`src/rtl/clkdiv_axil_if.sv`:
```
// AXI4-Lite bus bundle for the clock-divider register block.
// The slave modport is the register-block view; the master modport is the CPU/bench view.
interface clkdiv_axil_if #(
    parameter int ADDR_W = 5
) ();
    logic [ADDR_W-1:0] s_awaddr;
    logic              s_awvalid;
    logic              s_awready;
    logic [31:0]       s_wdata;
    logic [3:0]        s_wstrb;
    logic              s_wvalid;
    logic              s_wready;
    logic [1:0]        s_bresp;
    logic              s_bvalid;
    logic              s_bready;
    logic [ADDR_W-1:0] s_araddr;
    logic              s_arvalid;
    logic              s_arready;
    logic [31:0]       s_rdata;
    logic [1:0]        s_rresp;
    logic              s_rvalid;
    logic              s_rready;

    modport master (
        output s_awaddr, s_awvalid, s_wdata, s_wstrb, s_wvalid, s_bready,
               s_araddr, s_arvalid, s_rready,
        input  s_awready, s_wready, s_bresp, s_bvalid,
               s_arready, s_rdata, s_rresp, s_rvalid
    );

    modport slave (
        input  s_awaddr, s_awvalid, s_wdata, s_wstrb, s_wvalid, s_bready,
               s_araddr, s_arvalid, s_rready,
        output s_awready, s_wready, s_bresp, s_bvalid,
               s_arready, s_rdata, s_rresp, s_rvalid
    );
endinterface

```
`src/rtl/clkdiv_axil_regs.sv`:
```
// AXI4-Lite register block driving clock_divider: staged divisor with atomic APPLY and divider reset.
// Optional feature macro CLKDIV_EDGE_CNT_EN adds the EDGE_CNT register at 0x10.
module clkdiv_axil_regs #(
    parameter int               ADDR_W    = 5,
    parameter int               DIV_W     = 33,
    parameter logic [DIV_W-1:0] DIV_RESET = DIV_W'(1)
) (
    input  logic             clk_in,
    input  logic             reset,
    clkdiv_axil_if.slave     s,
    output logic [DIV_W-1:0] clk_div,
    output logic             div_reset_n,
    input  logic             clk_fb
);
    typedef enum logic { W_IDLE, W_RESP } w_state_t;
    typedef enum logic { R_IDLE, R_DATA } r_state_t;

    localparam logic [1:0]        RESP_OKAY   = 2'b00;
    localparam logic [1:0]        RESP_SLVERR = 2'b10;
    localparam logic [ADDR_W-1:0] ADDR_CTRL   = ADDR_W'(8'h00);
    localparam logic [ADDR_W-1:0] ADDR_DIV_LO = ADDR_W'(8'h04);
    localparam logic [ADDR_W-1:0] ADDR_DIV_HI = ADDR_W'(8'h08);
    localparam logic [ADDR_W-1:0] ADDR_STATUS = ADDR_W'(8'h0C);
`ifdef CLKDIV_EDGE_CNT_EN
    localparam logic [ADDR_W-1:0] ADDR_EDGE   = ADDR_W'(8'h10);
`endif

    w_state_t          w_state;
    r_state_t          r_state;
    logic              aw_held, w_held;
    logic [ADDR_W-1:0] wr_addr;
    logic [31:0]       wdata_q;
    logic [3:0]        wstrb_q;
    logic              en, en_nxt, apply_now, wr_commit;
    logic [DIV_W-1:0]  staging, staging_nxt, active;
    logic [63:0]       staging_ext;
    logic [31:0]       rd_word;
    logic              aw_hs, w_hs;

    function automatic logic is_mapped(input logic [ADDR_W-1:0] addr);
        case (addr)
            ADDR_CTRL, ADDR_DIV_LO, ADDR_DIV_HI, ADDR_STATUS: is_mapped = 1'b1;
`ifdef CLKDIV_EDGE_CNT_EN
            ADDR_EDGE: is_mapped = 1'b1;
`endif
            default: is_mapped = 1'b0;
        endcase
    endfunction

    assign clk_div     = active;
    assign staging_ext = 64'(staging);
    assign aw_hs       = s.s_awvalid && s.s_awready;
    assign w_hs        = s.s_wvalid && s.s_wready;
    assign wr_commit   = (w_state == W_IDLE) && aw_held && w_held;

    always_comb begin
        // NOTE: every combinational output gets a default first, so no path can infer a latch.
        en_nxt      = en;
        apply_now   = 1'b0;
        staging_nxt = staging;
        if (wr_commit && wr_addr == ADDR_CTRL && wstrb_q[0]) begin
            en_nxt    = wdata_q[0];
            apply_now = wdata_q[1];
        end
        // Bits below 32 live in DIV_LO, the rest in DIV_HI; each byte gated by its strobe.
        for (int i = 0; i < DIV_W; i++) begin
            if (wr_commit && wr_addr == ((i < 32) ? ADDR_DIV_LO : ADDR_DIV_HI)
                && wstrb_q[(i % 32) / 8])
                staging_nxt[i] = wdata_q[i % 32];
        end
    end

`ifdef CLKDIV_EDGE_CNT_EN
    logic        clk_fb_d1;
    logic [31:0] edge_cnt;

    always_ff @(posedge clk_in) begin
        if (reset) begin
            clk_fb_d1 <= 1'b0;
            edge_cnt  <= '0;
        end else begin
            clk_fb_d1 <= clk_fb;
            if (apply_now || (wr_commit && wr_addr == ADDR_EDGE))
                edge_cnt <= '0;
            else if (div_reset_n && clk_fb && !clk_fb_d1)
                edge_cnt <= edge_cnt + 32'd1;
        end
    end
`endif

    always_comb begin
        rd_word = '0;
        case (s.s_araddr)
            ADDR_CTRL:   rd_word = {31'd0, en};
            ADDR_DIV_LO: rd_word = staging_ext[31:0];
            ADDR_DIV_HI: rd_word = staging_ext[63:32];
            ADDR_STATUS: rd_word = {30'd0, staging != active, clk_fb};
`ifdef CLKDIV_EDGE_CNT_EN
            ADDR_EDGE:   rd_word = edge_cnt;
`endif
            default:     rd_word = '0;
        endcase
    end

    always_ff @(posedge clk_in) begin
        if (reset) begin
            w_state     <= W_IDLE;
            aw_held     <= 1'b0;
            w_held      <= 1'b0;
            wr_addr     <= '0;
            wdata_q     <= '0;
            wstrb_q     <= '0;
            s.s_awready <= 1'b0;
            s.s_wready  <= 1'b0;
            s.s_bvalid  <= 1'b0;
            s.s_bresp   <= RESP_OKAY;
            en          <= 1'b0;
            staging     <= DIV_RESET;
            active      <= DIV_RESET;
            div_reset_n <= 1'b0;
        end else begin
            // NOTE: sequential state uses non-blocking assignments so every register sees pre-edge values.
            en          <= en_nxt;
            staging     <= staging_nxt;
            div_reset_n <= en_nxt && !apply_now;
            if (apply_now)
                active <= staging;
            case (w_state)
                W_IDLE: begin
                    if (aw_hs) begin
                        wr_addr <= s.s_awaddr;
                        aw_held <= 1'b1;
                    end
                    if (w_hs) begin
                        wdata_q <= s.s_wdata;
                        wstrb_q <= s.s_wstrb;
                        w_held  <= 1'b1;
                    end
                    s.s_awready <= !(aw_held || aw_hs);
                    s.s_wready  <= !(w_held || w_hs);
                    if (wr_commit) begin
                        s.s_bvalid <= 1'b1;
                        s.s_bresp  <= is_mapped(wr_addr) ? RESP_OKAY : RESP_SLVERR;
                        w_state    <= W_RESP;
                    end
                end
                W_RESP: begin
                    if (s.s_bready) begin
                        s.s_bvalid  <= 1'b0;
                        aw_held     <= 1'b0;
                        w_held      <= 1'b0;
                        s.s_awready <= 1'b1;
                        s.s_wready  <= 1'b1;
                        w_state     <= W_IDLE;
                    end
                end
            endcase
        end
    end

    // rdata is captured on the AR handshake, so a same-cycle write commit is not yet visible.
    always_ff @(posedge clk_in) begin
        if (reset) begin
            r_state     <= R_IDLE;
            s.s_arready <= 1'b0;
            s.s_rvalid  <= 1'b0;
            s.s_rdata   <= '0;
            s.s_rresp   <= RESP_OKAY;
        end else begin
            case (r_state)
                R_IDLE: begin
                    s.s_arready <= 1'b1;
                    if (s.s_arvalid && s.s_arready) begin
                        s.s_arready <= 1'b0;
                        s.s_rvalid  <= 1'b1;
                        s.s_rdata   <= rd_word;
                        s.s_rresp   <= is_mapped(s.s_araddr) ? RESP_OKAY : RESP_SLVERR;
                        r_state     <= R_DATA;
                    end
                end
                R_DATA: begin
                    if (s.s_rready) begin
                        s.s_rvalid  <= 1'b0;
                        s.s_arready <= 1'b1;
                        r_state     <= R_IDLE;
                    end
                end
            endcase
        end
    end
endmodule

```
`src/flat_wrapper.sv`:
```
// flat-port wrapper written by rule: the top's interface ports become plain ports
module clkdiv_axil_regs_flat 
#(
    parameter int               ADDR_W    = 5,
    parameter int               DIV_W     = 33,
    parameter logic [DIV_W-1:0] DIV_RESET = DIV_W'(1)
)
  (clk_in, reset, clk_div, div_reset_n, clk_fb, s_s_awaddr, s_s_awvalid, s_s_wdata, s_s_wstrb, s_s_wvalid, s_s_bready, s_s_araddr, s_s_arvalid, s_s_rready, s_s_awready, s_s_wready, s_s_bresp, s_s_bvalid, s_s_arready, s_s_rdata, s_s_rresp, s_s_rvalid);
  clkdiv_axil_if #(.ADDR_W(ADDR_W)) s_i ();
  input  logic clk_in;
  input  logic reset;
  output logic [DIV_W-1:0] clk_div;
  output logic div_reset_n;
  input  logic clk_fb;
  input wire logic [$bits(s_i.s_awaddr)-1:0] s_s_awaddr;
  input wire logic [$bits(s_i.s_awvalid)-1:0] s_s_awvalid;
  input wire logic [$bits(s_i.s_wdata)-1:0] s_s_wdata;
  input wire logic [$bits(s_i.s_wstrb)-1:0] s_s_wstrb;
  input wire logic [$bits(s_i.s_wvalid)-1:0] s_s_wvalid;
  input wire logic [$bits(s_i.s_bready)-1:0] s_s_bready;
  input wire logic [$bits(s_i.s_araddr)-1:0] s_s_araddr;
  input wire logic [$bits(s_i.s_arvalid)-1:0] s_s_arvalid;
  input wire logic [$bits(s_i.s_rready)-1:0] s_s_rready;
  output wire logic [$bits(s_i.s_awready)-1:0] s_s_awready;
  output wire logic [$bits(s_i.s_wready)-1:0] s_s_wready;
  output wire logic [$bits(s_i.s_bresp)-1:0] s_s_bresp;
  output wire logic [$bits(s_i.s_bvalid)-1:0] s_s_bvalid;
  output wire logic [$bits(s_i.s_arready)-1:0] s_s_arready;
  output wire logic [$bits(s_i.s_rdata)-1:0] s_s_rdata;
  output wire logic [$bits(s_i.s_rresp)-1:0] s_s_rresp;
  output wire logic [$bits(s_i.s_rvalid)-1:0] s_s_rvalid;
  assign s_i.s_awaddr = s_s_awaddr;
  assign s_i.s_awvalid = s_s_awvalid;
  assign s_i.s_wdata = s_s_wdata;
  assign s_i.s_wstrb = s_s_wstrb;
  assign s_i.s_wvalid = s_s_wvalid;
  assign s_i.s_bready = s_s_bready;
  assign s_i.s_araddr = s_s_araddr;
  assign s_i.s_arvalid = s_s_arvalid;
  assign s_i.s_rready = s_s_rready;
  assign s_s_awready = s_i.s_awready;
  assign s_s_wready = s_i.s_wready;
  assign s_s_bresp = s_i.s_bresp;
  assign s_s_bvalid = s_i.s_bvalid;
  assign s_s_arready = s_i.s_arready;
  assign s_s_rdata = s_i.s_rdata;
  assign s_s_rresp = s_i.s_rresp;
  assign s_s_rvalid = s_i.s_rvalid;
  clkdiv_axil_regs #(.ADDR_W(ADDR_W), .DIV_W(DIV_W), .DIV_RESET(DIV_RESET)) u_core (.clk_in(clk_in), .reset(reset), .s(s_i), .clk_div(clk_div), .div_reset_n(div_reset_n), .clk_fb(clk_fb));
endmodule
```
`config.mk`:
```
export PLATFORM = sky130hd
export DESIGN_NAME = clkdiv_axil_regs_flat
export DESIGN_NICKNAME = d
export VERILOG_FILES = /design/src/rtl/clkdiv_axil_if.sv /design/src/rtl/clkdiv_axil_regs.sv /design/src/flat_wrapper.sv
export SDC_FILE = /design/constraint.sdc
export NUM_CORES = 1
export LEC_CHECK = 0
export BUFFER_PORTS_ARGS = -buffer_cell sky130_fd_sc_hd__buf_2
export CAP_MARGIN = 20
export CORE_ASPECT_RATIO = 0.9
export CORE_UTILIZATION = 40
export DETAILED_ROUTE_END_ITERATION = 6
export GPL_ROUTABILITY_DRIVEN = 0
export GPL_TIMING_DRIVEN = 0
export HOLD_SLACK_MARGIN = 0.02
export REMOVE_ABC_BUFFERS = 1
export SLEW_MARGIN = 10
export SYNTH_ARGS = -nofsm -noshare
export SYNTH_HDL_FRONTEND = slang
export SYNTH_SLANG_ARGS = --single-unit
```
`constraint.sdc`:
```
create_clock -name clk_in -period 3.1 [get_ports clk_in]
set_clock_uncertainty 0.2 [all_clocks]
set_input_delay 0.155 -clock clk_in [delete_from_list [all_inputs] [get_ports clk_in]]
set_output_delay 0.155 -clock clk_in [all_outputs]
set_load 0.02 [all_outputs]
```
; ---- Yosys cells after proc, flatten, opt, wreduce, memory -nomap -nowiden
; Index checks and enable logic that the tools add are counted.
[classes]
n_eq_ne = 13
muxes = 35
bitwise = 2
reduce_logical = 32
[ops]
columns = cell, n
row1 = 32-bit one-hot mux with 4 select lines, 1
row2 = 33-bit != test, 1
row3 = 1-bit 2-to-1 mux, 23
row4 = "5-bit by 4-bit equality test with 1-bit output, second input constant", 4
row5 = 1-bit one-hot mux with 2 select lines, 9
row6 = 2-bit AND reduction, 8
row7 = 1-bit logical AND, 15
row8 = "5-bit by 3-bit equality test with 1-bit output, second input constant", 2
row9 = 5-bit zero test, 2
row10 = "2-bit by 1-bit != test with 1-bit output, second input constant", 4
row11 = 4-bit OR reduction, 2
row12 = 2-bit 2-to-1 mux, 2
row13 = "2-bit != test, second input constant", 2
row14 = 1-bit zero test, 3
row15 = 1-bit logical OR, 2
row16 = 1-bit NOT, 2
[word_totals]
register_bits = 154
input_bits = 54

; ---- Depth between registers and ports, before layout
[logic_depth]
word_depth = 8
depth_mapped = 7

; ---- Worst setup path after synthesis
; No wires, ideal clock.
[synth_path]
path_kind = flip-flop to flip-flop
start = register u_core.wr_addr[4]
end = register u_core.active[10], in the netlist u_core.clk_div[10]
t_arrival_ns = 1.581
required_time_ns = 2.772
slack_ns = 1.192
path_stages_with_launch = 6
path_buffers = 1
path_cell_list = dfxtp_1 > or3_4 > nor4_4 > buf_6 > mux2i_1 > nor2_1
[synth_via]
elab_chain_cells = 4
[synth_rtl]
columns = item, line_no
row1 = start: declaration, clkdiv_axil_regs.sv:31  ; logic [ADDR_W-1:0] wr_addr;
row2 = start signal: assignment, clkdiv_axil_regs.sv:131  ; wr_addr <= s.s_awaddr;
row3 = 5-bit zero test, clkdiv_axil_regs.sv:61  ; if (wr_commit && wr_addr == ADDR_CTRL && wstrb_q[0]) begin
row4 = 1-bit logical AND (2 in series), clkdiv_axil_regs.sv:61
row5 = 1-bit 2-to-1 mux, clkdiv_axil_regs.sv:61
row6 = end signal: assignment, clkdiv_axil_regs.sv:127  ; active <= staging;
row7 = end: declaration, clkdiv_axil_regs.sv:35  ; logic [DIV_W-1:0] staging, staging_nxt, active;
; No other way between the ends.
; A chain may end at the register's enable or synchronous reset.

; ---- Worst setup path after layout
[layout_path]
start = register u_core.wr_addr[4]
end = register u_core.active[3], in the netlist u_core.clk_div[3]
; The elaborated chain is that of the path after synthesis.

==> run_results.csv <==
group,metric,value,unit
yosys,async_reset_ff_share,0,%
layout,mostFrequentLayoutCells,"152 x dfxtp_1, 125 x buf_2, 106 x nor2_1, 70 x mux2i_1, 46 x dlygate4sd3_1",
timing,final_max_slew_viol_count,0,
yosys,synth_top_family_by_area,"multiplexers",
clocking,cts_setup_buffers,0,
yosys,synth-simple-area-share,12.6,%
setup_path,r2r_slack,500,ps
status,status,"finished, final reports clean",
layout,antenna_cells,0,
yosys,synth_cells,531,
floorplanning,initial_core_util,41.6,%
layout,final_common_cell,"dfxtp_1",
layout,fillers,1200,
timing,fin_ws,496,ps
setup_path,arrival,2680,ps
pwr,p_leak,3.32,nW
routing,drc,0,
setup_path,r2r_cells,6,
setup_path,crit_path_end_kind,"register",
run,maxCapViolCount,0,
layout,drive_gt1_share,25.0,%
yosys,synthesis.area,5640,um^2
clocking,clock_latency,420,ps
layout,seqCellArea,3040,um^2
placed_design,port_buffers,126,
yosys,ys_seq_area_share,53.9,%
routing,via_per_inst,4.91,
grt,grt_pass1_vias,4288,
timing,rsz0062_at_grt,"no",
clocking,cts_root_buf,"clkbuf_16",
clocking,ctsResizeCount,0,
timing,finalSetupViolCount,0,
grt,track_usage,20.5,%
routing,initialDrtViolationCount,223,
yosys,synth-compound-area-share,12.1,%
timing,fin_tns_setup,0,ps
clocking,cts_buffers,17,
yosys,synth_edf_count,0,
grt,grt_max_degree,62,
setup_path,cpPeakStageDelay,800,ps
layout,multi_input_area,2450,um^2
placed_design,dp_hpwl,9510,um
pwr,ir_drop,0.424,mV
routing,vias,4430,
routing,wl_per_cell,15.7,um
setup_path,critPathKind,"register to register",
setup_path,cp_slowest_cell,"nor4_4",
routing,drt_pre_antenna_iters,4,
setup_path,path_cells,"or3_4 > nor4_4 > buf_8 > buf_6 > mux2i_1 > nor2_1",
timing,hold_viol,0,
clocking,htree_levels,4,
timing,fmaxAchievable,0.384,GHz
floorplanning,io_pins,129,
yosys,yosysWarnings,0,
yosys,synth_seq_cells,152,
clocking,ctsHoldBuffers,46,
timing,worst_pin_slew,955,ps
placed_design,pre_cts_ws,494,ps
layout,area.growth.synth_to_final,35.3,%
grt,antenna_found_initial,0,
yosys,synth_ff_type,"dfxtp_1",
clocking,tritoncts,"yes",
clocking,clk_pin_slew,60,ps
routing,drtAntennaViolNets,0,
grt,grt_pass1_wl,22400,um
setup_path,critPathMaxFanout,9,
setup_path,startpoint_type,"register",
clocking,cts_buffer_depth,2,
yosys,synthMuxAreaShare,12.8,%
worst_hold_path,whs_path_depth,2,
timing,timing.final.crit_period,2600,ps
setup_path,required,3180,ps
yosys,syn_avg_cell_area,10.6,um^2
timing,max-slew-margin-rel,35.9,%
yosys,synthAdderAreaFrac,0,%
floorplanning,die_h,115,um
floorplanning,die_x,127,um
pwr,p_per_area,567,nW/um^2
yosys,synth-xor-area-share,5.12,%
floorplanning,rows,40,
layout,final_nets,754,
yosys,synth_cell_types,44,
floorplanning,core-area,13600,um^2
timing,period_share,84.0,%
grt,grt_overflow,0,
clocking,cts.sinks,152,
floorplanning,dieArea,14600,um^2
worst_hold_path,hold_class,"input port to register",
routing,finalWirelength,14100,um
## cell families (layout without fill, tap and decap cells)
kind of cell / Yosys count / after routing
xor gates and xnor gates: 33 / 33
and+or+nand+nor: 147 / 147
AOI/OAI and AO/OA: 86 / 86
buffers and inverters: 41 / 222
other: 1 / 2
muxes: 71 / 71
DFF: 152 / 152
## layout make-up
type	instances	area share (%)
Multi-Input combinational cell	339	32.1
Clock inverter	7	1.18
Clock buffer	25	6.62
Tap cell	189	3.10
Timing Repair Buffer	184	16.8
Inverter	6	0.295
Sequential cell	152	39.9
## flip-flops by register name, summed over array words and instances (netlist names), 4 cells and up
register,flops
u_core.wdata_q,32
u_core.staging,33
u_core.wstrb_q,4
u_core.s.s_rdata,32
u_core.wr_addr,5
u_core.clk_div,33
## Yosys cell counts, drive strengths merged (2+ instances only)
library cell,n,share of area (%)
nand4,10,1.4
nand3,3,0.27
clkbuf,26,1.7
dfxtp,152,54
xnor2,31,4.8
nor2,106,7.1
nor4bb,2,0.35
a22oi,32,4.3
nor4,4,0.71
mux2i,70,12
a22o,36,5.6
nand3b,2,0.49
nor2b,3,0.33
buf,9,1.2
nand2,3,0.20
inv,6,0.40
xor2,2,0.31
a21oi,7,0.62
nor3,5,0.44
nand2b,4,0.44
## path summary, 6_finish.rpt
kind	startpoint	to
hold reg to reg	u_core.s.s_rvalid$_SDFFE_PP0P_	u_core.s.s_rvalid$_SDFFE_PP0P_
setup reg to reg	u_core.wr_addr[4]$_SDFFE_PP0P_	u_core.clk_div[3]$_SDFFE_PP0P_
setup / recovery	u_core.wr_addr[4]$_SDFFE_PP0P_	u_core.clk_div[3]$_SDFFE_PP0P_
hold / removal	reset	u_core.s.s_rdata[22]$_SDFFE_PP0P_
## report_power, final
part / switching (mW) / total, mW / leakage, nW / internal (mW)
Sequential: 0.0270 / 2.02 / 1.23 / 1.99
Clock: 0.771 / 2.06 / 0.289 / 1.29
Combinational: 0.125 / 0.252 / 1.80 / 0.126
Total: 0.923 / 4.33 / 3.32 / 3.41
## layer usage
| layer | track usage [%] | up-vias | routed length [um] |
|---|---|---|---|
| li1 | - | 2200 | - |
| met1 | 25.6 | 2116 | 6690 |
| met2 | 32.7 | 105 | 6540 |
| met3 | 7.43 | 9 | 805 |
| met4 | 7.14 | 0 | 108 |
| met5 | 0 | - | 0 |
## metrics by stage
stage / hold slack (ps) / cells / util [%] / cell area (um^2) / power (mW)
3_3_place_gp: 166 / 812 / 46.8 / 6350 / 2.24
3_5_place_dp: 168 / 824 / 48.5 / 6580 / 2.27
5_1_grt: 56.6 / 902 / 56.3 / 7630 / 4.49
6_report: 38.8 / 902 / 56.3 / 7630 / 4.33
4_1_cts: 41.0 / 902 / 56.3 / 7630 / 4.38
2_1_floorplan: 24.1 / 497 / - / 5480 / 2.14
## critical path, delay by kind of cell, from the launching register on
kind,cells,cell delay [ps]
AND/OR/NAND/NOR,3,1280
flip-flops,1,330
multiplexers,1,210
buffers and inverters,2,440
Note: power is estimated with default switching activity, not from simulation.
